[src/rtl/alu_request_arbiter_if.sv]
// Bundle of the requester, shared-ALU and response signals of alu_request_arbiter.
// The slave modport is the arbiter view; master is the surrounding system.
interface alu_request_arbiter_if;
    logic        Req0Valid;
    logic        Req1Valid;
    logic        Req0Ready;
    logic        Req1Ready;
    logic [15:0] Req0A;
    logic [15:0] Req0B;
    logic [15:0] Req1A;
    logic [15:0] Req1B;
    logic [4:0]  Req0FunSel;
    logic [4:0]  Req1FunSel;
    logic        Req0WF;
    logic        Req1WF;
    logic [15:0] A;
    logic [15:0] B;
    logic [4:0]  FunSel;
    logic        WF;
    logic [15:0] ALUOut;
    logic [3:0]  FlagsOut;
    logic        RspValid;
    logic        RspReady;
    logic        RspId;
    logic [15:0] RspData;
    logic [3:0]  RspFlags;

    modport slave (
        input  Req0Valid, Req1Valid, Req0A, Req0B, Req1A, Req1B,
        input  Req0FunSel, Req1FunSel, Req0WF, Req1WF,
        input  ALUOut, FlagsOut, RspReady,
        output Req0Ready, Req1Ready, A, B, FunSel, WF,
        output RspValid, RspId, RspData, RspFlags
    );

    modport master (
        output Req0Valid, Req1Valid, Req0A, Req0B, Req1A, Req1B,
        output Req0FunSel, Req1FunSel, Req0WF, Req1WF,
        output ALUOut, FlagsOut, RspReady,
        input  Req0Ready, Req1Ready, A, B, FunSel, WF,
        input  RspValid, RspId, RspData, RspFlags
    );
endinterface

[src/rtl/alu_request_arbiter.sv]
// Two-requester arbiter for a shared ALU: one operation in flight, walking
// IDLE -> EXEC -> FLAG -> RESP, with round-robin or fixed priority grant.
module alu_request_arbiter #(
    parameter bit FAIR = 1'b1
) (
    input logic                  Clock,
    input logic                  Reset,
    alu_request_arbiter_if.slave bus
);
    typedef enum logic [1:0] {IDLE, EXEC, FLAG, RESP} state_t;

    state_t      state, state_next;
    logic        ptr;
    logic        grant_id;
    logic        ready0, ready1;
    logic        accept;
    logic [15:0] lat_a, lat_b;
    logic [4:0]  lat_fun;
    logic        lat_wf;
    logic        lat_id;
    logic [15:0] rsp_data;
    logic [3:0]  rsp_flags;

    always_comb begin
        state_next = state;
        grant_id   = 1'b0;
        ready0     = 1'b0;
        ready1     = 1'b0;
        accept     = 1'b0;
        case (state)
            IDLE: begin
                if (bus.Req0Valid && bus.Req1Valid)
                    grant_id = FAIR ? ptr : 1'b0;
                else
                    grant_id = bus.Req1Valid;
                // Ready is combinational, so it is gated off while reset holds the FSM
                if (!Reset) begin
                    ready0 = bus.Req0Valid && !grant_id;
                    ready1 = bus.Req1Valid && grant_id;
                end
                accept = ready0 || ready1;
                if (accept)
                    state_next = EXEC;
            end
            EXEC:    state_next = FLAG;
            FLAG:    state_next = RESP;
            RESP:    if (bus.RspReady) state_next = IDLE;
            default: state_next = IDLE;
        endcase
    end

    always_ff @(posedge Clock or posedge Reset) begin
        if (Reset)
            state <= IDLE;
        else
            state <= state_next;
    end

    always_ff @(posedge Clock or posedge Reset) begin
        if (Reset) begin
            ptr       <= 1'b0;
            lat_a     <= '0;
            lat_b     <= '0;
            lat_fun   <= '0;
            lat_wf    <= 1'b0;
            lat_id    <= 1'b0;
            rsp_data  <= '0;
            rsp_flags <= '0;
        end else begin
            if (accept) begin
                lat_a   <= grant_id ? bus.Req1A      : bus.Req0A;
                lat_b   <= grant_id ? bus.Req1B      : bus.Req0B;
                lat_fun <= grant_id ? bus.Req1FunSel : bus.Req0FunSel;
                lat_wf  <= grant_id ? bus.Req1WF     : bus.Req0WF;
                lat_id  <= grant_id;
                if (FAIR)
                    ptr <= ~grant_id;
            end
            if (state == EXEC)
                rsp_data <= bus.ALUOut;
            // Flags are registered inside the ALU, so they settle one cycle after EXEC
            if (state == FLAG)
                rsp_flags <= bus.FlagsOut;
        end
    end

    assign bus.Req0Ready = ready0;
    assign bus.Req1Ready = ready1;
    assign bus.A         = lat_a;
    assign bus.B         = lat_b;
    assign bus.FunSel    = lat_fun;
    assign bus.WF        = (state == EXEC) && lat_wf;
    assign bus.RspValid  = (state == RESP);
    assign bus.RspId     = lat_id;
    assign bus.RspData   = rsp_data;
    assign bus.RspFlags  = rsp_flags;
endmodule

[src/flat_wrapper.sv]
// flat-port wrapper written by rule: the top's interface ports become plain ports
module alu_request_arbiter_flat 
#(
    parameter bit FAIR = 1'b1
)
  (Clock, Reset, bus_Req0Valid, bus_Req1Valid, bus_Req0A, bus_Req0B, bus_Req1A, bus_Req1B, bus_Req0FunSel, bus_Req1FunSel, bus_Req0WF, bus_Req1WF, bus_ALUOut, bus_FlagsOut, bus_RspReady, bus_Req0Ready, bus_Req1Ready, bus_A, bus_B, bus_FunSel, bus_WF, bus_RspValid, bus_RspId, bus_RspData, bus_RspFlags);
  alu_request_arbiter_if bus_i ();
  input logic Clock;
  input logic Reset;
  input wire logic [$bits(bus_i.Req0Valid)-1:0] bus_Req0Valid;
  input wire logic [$bits(bus_i.Req1Valid)-1:0] bus_Req1Valid;
  input wire logic [$bits(bus_i.Req0A)-1:0] bus_Req0A;
  input wire logic [$bits(bus_i.Req0B)-1:0] bus_Req0B;
  input wire logic [$bits(bus_i.Req1A)-1:0] bus_Req1A;
  input wire logic [$bits(bus_i.Req1B)-1:0] bus_Req1B;
  input wire logic [$bits(bus_i.Req0FunSel)-1:0] bus_Req0FunSel;
  input wire logic [$bits(bus_i.Req1FunSel)-1:0] bus_Req1FunSel;
  input wire logic [$bits(bus_i.Req0WF)-1:0] bus_Req0WF;
  input wire logic [$bits(bus_i.Req1WF)-1:0] bus_Req1WF;
  input wire logic [$bits(bus_i.ALUOut)-1:0] bus_ALUOut;
  input wire logic [$bits(bus_i.FlagsOut)-1:0] bus_FlagsOut;
  input wire logic [$bits(bus_i.RspReady)-1:0] bus_RspReady;
  output wire logic [$bits(bus_i.Req0Ready)-1:0] bus_Req0Ready;
  output wire logic [$bits(bus_i.Req1Ready)-1:0] bus_Req1Ready;
  output wire logic [$bits(bus_i.A)-1:0] bus_A;
  output wire logic [$bits(bus_i.B)-1:0] bus_B;
  output wire logic [$bits(bus_i.FunSel)-1:0] bus_FunSel;
  output wire logic [$bits(bus_i.WF)-1:0] bus_WF;
  output wire logic [$bits(bus_i.RspValid)-1:0] bus_RspValid;
  output wire logic [$bits(bus_i.RspId)-1:0] bus_RspId;
  output wire logic [$bits(bus_i.RspData)-1:0] bus_RspData;
  output wire logic [$bits(bus_i.RspFlags)-1:0] bus_RspFlags;
  assign bus_i.Req0Valid = bus_Req0Valid;
  assign bus_i.Req1Valid = bus_Req1Valid;
  assign bus_i.Req0A = bus_Req0A;
  assign bus_i.Req0B = bus_Req0B;
  assign bus_i.Req1A = bus_Req1A;
  assign bus_i.Req1B = bus_Req1B;
  assign bus_i.Req0FunSel = bus_Req0FunSel;
  assign bus_i.Req1FunSel = bus_Req1FunSel;
  assign bus_i.Req0WF = bus_Req0WF;
  assign bus_i.Req1WF = bus_Req1WF;
  assign bus_i.ALUOut = bus_ALUOut;
  assign bus_i.FlagsOut = bus_FlagsOut;
  assign bus_i.RspReady = bus_RspReady;
  assign bus_Req0Ready = bus_i.Req0Ready;
  assign bus_Req1Ready = bus_i.Req1Ready;
  assign bus_A = bus_i.A;
  assign bus_B = bus_i.B;
  assign bus_FunSel = bus_i.FunSel;
  assign bus_WF = bus_i.WF;
  assign bus_RspValid = bus_i.RspValid;
  assign bus_RspId = bus_i.RspId;
  assign bus_RspData = bus_i.RspData;
  assign bus_RspFlags = bus_i.RspFlags;
  alu_request_arbiter #(.FAIR(FAIR)) u_core (.Clock(Clock), .Reset(Reset), .bus(bus_i));
endmodule
[config.mk]
export PLATFORM = sky130hd
export DESIGN_NAME = alu_request_arbiter_flat
export DESIGN_NICKNAME = d
export VERILOG_FILES = /design/src/rtl/alu_request_arbiter_if.sv /design/src/rtl/alu_request_arbiter.sv /design/src/flat_wrapper.sv
export SDC_FILE = /design/constraint.sdc
export NUM_CORES = 1
export LEC_CHECK = 0
export ABC_CLOCK_PERIOD_IN_PS = 3500
export BUFFER_PORTS_ARGS = -buffer_cell sky130_fd_sc_hd__buf_4
export CAP_MARGIN = 20
export CORE_MARGIN = 2
export CORE_UTILIZATION = 45
export CTS_CLUSTER_SIZE = 20
export DETAILED_ROUTE_END_ITERATION = 6
export GPL_ROUTABILITY_DRIVEN = 1
export HOLD_SLACK_MARGIN = 0.05
export PLACE_DENSITY = 0.81
export REMOVE_ABC_BUFFERS = 1
export SYNTH_ARGS = -nofsm -noshare
export SYNTH_HDL_FRONTEND = slang
export SYNTH_SLANG_ARGS = --single-unit
[constraint.sdc]
create_clock -name Clock -period 3.5 [get_ports Clock]
set_clock_uncertainty 0.2 [all_clocks]
set_input_delay 0.175 -clock Clock [delete_from_list [all_inputs] [get_ports Clock]]
set_output_delay 0.175 -clock Clock [all_outputs]
set_load 0.01 [all_outputs]
# Word level (Yosys, flattened, before mapping)
# Cells that the tools add are included.
# Widths: inputs -> output; s select.
[word_totals] regBits=62 input_bits=101 output_inout_bits=62 wordCells=40
[op_classes] n_eq_ne=5 mux=17 n_bitwise=1 n_reduce_logical=8
[op_table] cell="$mux 16" count=2
[op_table] cell="$mux 1" count=11
[op_table] cell="$pmux 2 s4" count=1
[op_table] cell="$mux 5" count=1
[op_table] cell="$eq 2x2->1 const B" count=2
[op_table] cell="$logic_and 1x1->1" count=4
[op_table] cell="$mux 2" count=2
[op_table] cell="$eq 2x1->1 const B" count=1
[op_table] cell="$logic_not 2->1" count=1
[op_table] cell="$ne 2x1->1 const B" count=1
[op_table] cell="$ne 2x2->1 const B" count=1
[op_table] cell="$reduce_and 2->1" count=1
[op_table] cell="$logic_not 1->1" count=1
[op_table] cell="$logic_or 1x1->1" count=1
[op_table] cell="$not 1->1" count=1

# Longest topological paths before layout
[logic_depth] ltp_word=10 mapped_depth=7 ltp_nobuf=5

# Worst setup path before layout
# Ideal clock, no wire load.
[synth_path] path_type="flip-flop to flip-flop" start="register u_core.state[1]" end="register u_core.rsp_data[0], in the netlist u_core.bus.RspData[0]" setup_time_ps=125 arrival_time_ps=1470 required_ps=3175 slack_ps=1706 path_stages_with_launch=6 n_path_buf=2 synth_period_minus_slack_ps=1794 cell_sequence="dfrtp_1 inv_1 ha_1 clkbuf_1 buf_2 mux2_2"
[synth_via] elab_chain_cells=1
[synth_rtl] item="start: declaration" line="alu_request_arbiter.sv:12" rtl="state_t state, state_next;"
[synth_rtl] item="start signal: assignment" line="alu_request_arbiter.sv:56" rtl="state <= state_next;"
[synth_rtl] item="$eq 2x1->1" line="alu_request_arbiter.sv:79" rtl="if (state == EXEC)"
[synth_rtl] item="end signal: assignment" line="alu_request_arbiter.sv:80" rtl="rsp_data <= bus.ALUOut;"
[synth_rtl] item="end: declaration" line="alu_request_arbiter.sv:21" rtl="logic [15:0] rsp_data;"
# Every way passes these cells.
# A chain may end at the register's enable or synchronous reset.

# Worst setup path after layout
[layout_path] start="register u_core.state[1]" end="register u_core.lat_b[0], in the netlist u_core.bus.B[0]"
[layout_via] elab_chain_cells=3 elab_cells_between_ends=4 cone_classes="3 x mux; 1 x reduce/logical"
[layout_rtl] item="$logic_not 2->1 (*)" line="alu_request_arbiter.sv:30" rtl="case (state)"
[layout_rtl] item="$mux 1" line="alu_request_arbiter.sv:30"
[layout_rtl] item="$mux 16" line="alu_request_arbiter.sv:72" rtl="lat_b <= grant_id ? bus.Req1B : bus.Req0B;"
[layout_rtl] item="end signal: assignment" line="alu_request_arbiter.sv:72"
[layout_rtl] item="end: declaration" line="alu_request_arbiter.sv:17" rtl="logic [15:0] lat_a, lat_b;"
# Every way passes the cells marked *; elsewhere a longest branch is shown, timed or not.

==> impl_metrics.yaml <==
outcome:
  status: "completed"
routing:
  wl_um: 11320
  antenna_left: 0
  drt-initial-drc-count: 182
  viasPerCell: 5.718
  num_vias: 3551
  avgRoutedWirePerCell_um: 18.22
  drcViolationCount: 0
  dr.pass1.iters: 5
power_and_ir_drop:
  p_seq_frac: 0.314
  swShare: 0.3568
  power_frac_clock: 0.154
  p_int_mw: 2.688
  p_sw_mw: 1.491
  peakVddDrop_uv: 512.2
  p_comb_frac: 0.532
  p_leak_nw: 2.401
  powerDensity_mw_per_mm2: 781.6
die:
  die_w_um: 84.90
  initial_core_util: 0.4638
  num_rows: 29
  fp.dieH_um: 84.90
  core-area_mm2: 0.006350
  die-area_mm2: 0.007208
  ios: 163
clock_network:
  clock_latency_ns: 0.33
  cts_tree: "built"
  htreeDepth: 3
  cts_root_buf: "clkbuf_8"
  path_clk_slew_ns: 0.07
  clock_sinks: 62
  numCtsBuffers: 9
  clockBufferDepth: 2
setup_path:
  reg2reg_depth: 7
  cp-start-kind: "register"
  path_class: "reg -> reg"
  crit_required_ns: 3.51
  crit_fanout: 22
  timing.rr.start: "u_core.state[1]"
  crit_path_end_kind: "register"
  cp.arrival_ns: 3.31
  r2r-end: "u_core.bus.B[0]"
  r2r_slack_ns: 0.20
layout:
  layout_common_cells: "169 x buf_4, 98 x dlygate4sd3_1, 62 x dfrtp_1"
  drive_above_1_share: 0.3824
  utilization: 0.8420
  final_net_count: 645
  antenna_cells: 0
  fillers: 366
  final_common_cell: "buf_4"
  area_growth_pct: 81.52
  stdcell_count: 621
worst_hold_path:
  hp-class: "in -> reg"
  worstHoldEndpoint: "u_core.state[0]"
  min_path_cells: 4
  min_from: "bus_RspReady"
placed_design:
  gp_congestion: 0.8466
  post-place-ws_ns: 0.8600
  portBuffers: 162
  placed_cells: 506
  place_hpwl_um: 6208
sta:
  worst_pin_slew_ns: 0.8684
  fin_crit_sh: 0.9424
  setup_violations: 0
  slew_headroom: 0.4203
  period_minus_slack_ns: 3.298
  finalSetupTns_ns: 0
  maxSlewViolCount: 0
  setup_ws_ns: 0.2016
  rsz0062_at_grt: "false"
  clock.fmax_ghz: 0.3032
  whs_ns: 0.08899
  hold_violations: 0
logic_synthesis:
  synth_area_mm2: 0.002945
  syn_area_per_cell_um2: 10.16
  ys_seq_area_frac: 0.5268
  ys_ff_latch: 62
  ys_warn_count: 0
  synthCells: 290
  synth.area.top_cells: "dfrtp_1 53%, mux2_2 8.0%, a31oi_1 7.9%"
  synth_top_area_cell: "dfrtp_1"
  synth_top_area_share: 0.5268
  synth_cell_types: 26
global_routing:
  grt_util_all_layers: 0.3173
  grt_pass1_wl_um: 17990
  grt_pass1_vias: 3694
  grt_overflow: 0
  antenna_found_initial: 0
  grt_max_degree: 42
job:
  drv_cap: 0
power groups by stage:
stage	logic, mW	clock network (mW)	registers [mW]
CTS	2.14	0.644	1.30
global placement	1.67	0	1.28
global route	2.38	0.683	1.34
floorplan	0.712	0	1.43
finish	2.22	0.643	1.31
detailed placement	1.73	0	1.30
metal layers:
metal,global-route usage,vias up,part of all wire
li1,-,1565,-
met1,0.3541,1734,0.36
met2,0.5906,216,0.54
met3,0.05253,36,0.068
met4,0.1414,0,0.035
met5,0,-,0
layout make-up:
type | count | area (um2) | share of cell area
inverters | 3 | 11.26 | 0.002106
multi-input cells | 195 | 1222 | 0.2286
repair buffers | 268 | 2265 | 0.4236
flip-flops and latches | 62 | 1551 | 0.2902
clock buffers | 12 | 155.1 | 0.02902
well taps | 77 | 96.34 | 0.01802
clock inverters | 4 | 45.04 | 0.008425
kinds of logic after synthesis:
group           after synthesis  synth area share
flops                        62            0.5268
mux                          22           0.08369
simple gates                 51           0.08964
compound gates              117            0.2196
fa+ha+maj                     5           0.02124
buf+inv                      33           0.05904
worst max-delay path, stage by stage (launching register included):
cell and delay [ns]:
dfrtp_1 0.41, inv_1 0.12, ha_1 0.20, and2b_1 0.51
and2_1 0.61, buf_4 0.37, a31oi_1 0.16, dlygate4sd3_1 0.59
timing repair:
action,4_1_cts,5_1_grt
buffers inserted,0,0
hold endpoints to repair,99,0
gates resized for setup,0,0
hold buffers,98,0
endpoints found under the setup margin,0,0
sequential cells by signal, indices dropped and copies added, names as in the netlist:
name	flops
u_core.bus.A	16
u_core.bus.B	16
u_core.bus.RspData	16
u_core.bus.FunSel	5
u_core.bus.RspFlags	4
u_core.state	2
u_core.bus.RspId	1
u_core.lat_wf	1
u_core.ptr	1
how the worst max path moves through the flow:
stage	from	endpoint	slack, ns	depth (start not counted)
finish	u_core.state[1]	u_core.bus.B[0]	0.20	7
floorplan	u_core.state[0]	u_core.bus.A[0]	0.82	5
CTS	u_core.state[0]	u_core.bus.B[14]	0.30	7
global placement	u_core.state[0]	u_core.bus.B[10]	0.91	6
detailed placement	u_core.state[0]	u_core.bus.B[14]	0.86	6
global route	u_core.state[1]	u_core.bus.B[0]	0.02	7
stage by stage:
stage / area [um2] / total power, mW
floorplan: 2783 / 2.143
global placement: 4150 / 2.959
detailed placement: 4150 / 3.037
CTS: 5331 / 4.081
global route: 5346 / 4.410
finish: 5346 / 4.179
Yosys cell counts:
cell type / n
and2_1: 3
nand2_1: 3
buf_4: 2
o21bai_1: 1
nor2_1: 1
buf_2: 9
dfrtp_1: 62
nand2b_1: 1
or2_1: 1
mux2i_1: 1
and2b_1: 1
a21oi_1: 38
mux2_2: 21
nand3_1: 37
and3_1: 2
a31oi_1: 37
o21ai_0: 37
a21o_1: 2
a221o_1: 1
buf_6: 4
clkbuf_2: 1
nor2b_1: 2
a21boi_0: 1
clkbuf_1: 14
ha_1: 5
inv_1: 3
Note: power is estimated with default switching activity, not from simulation.
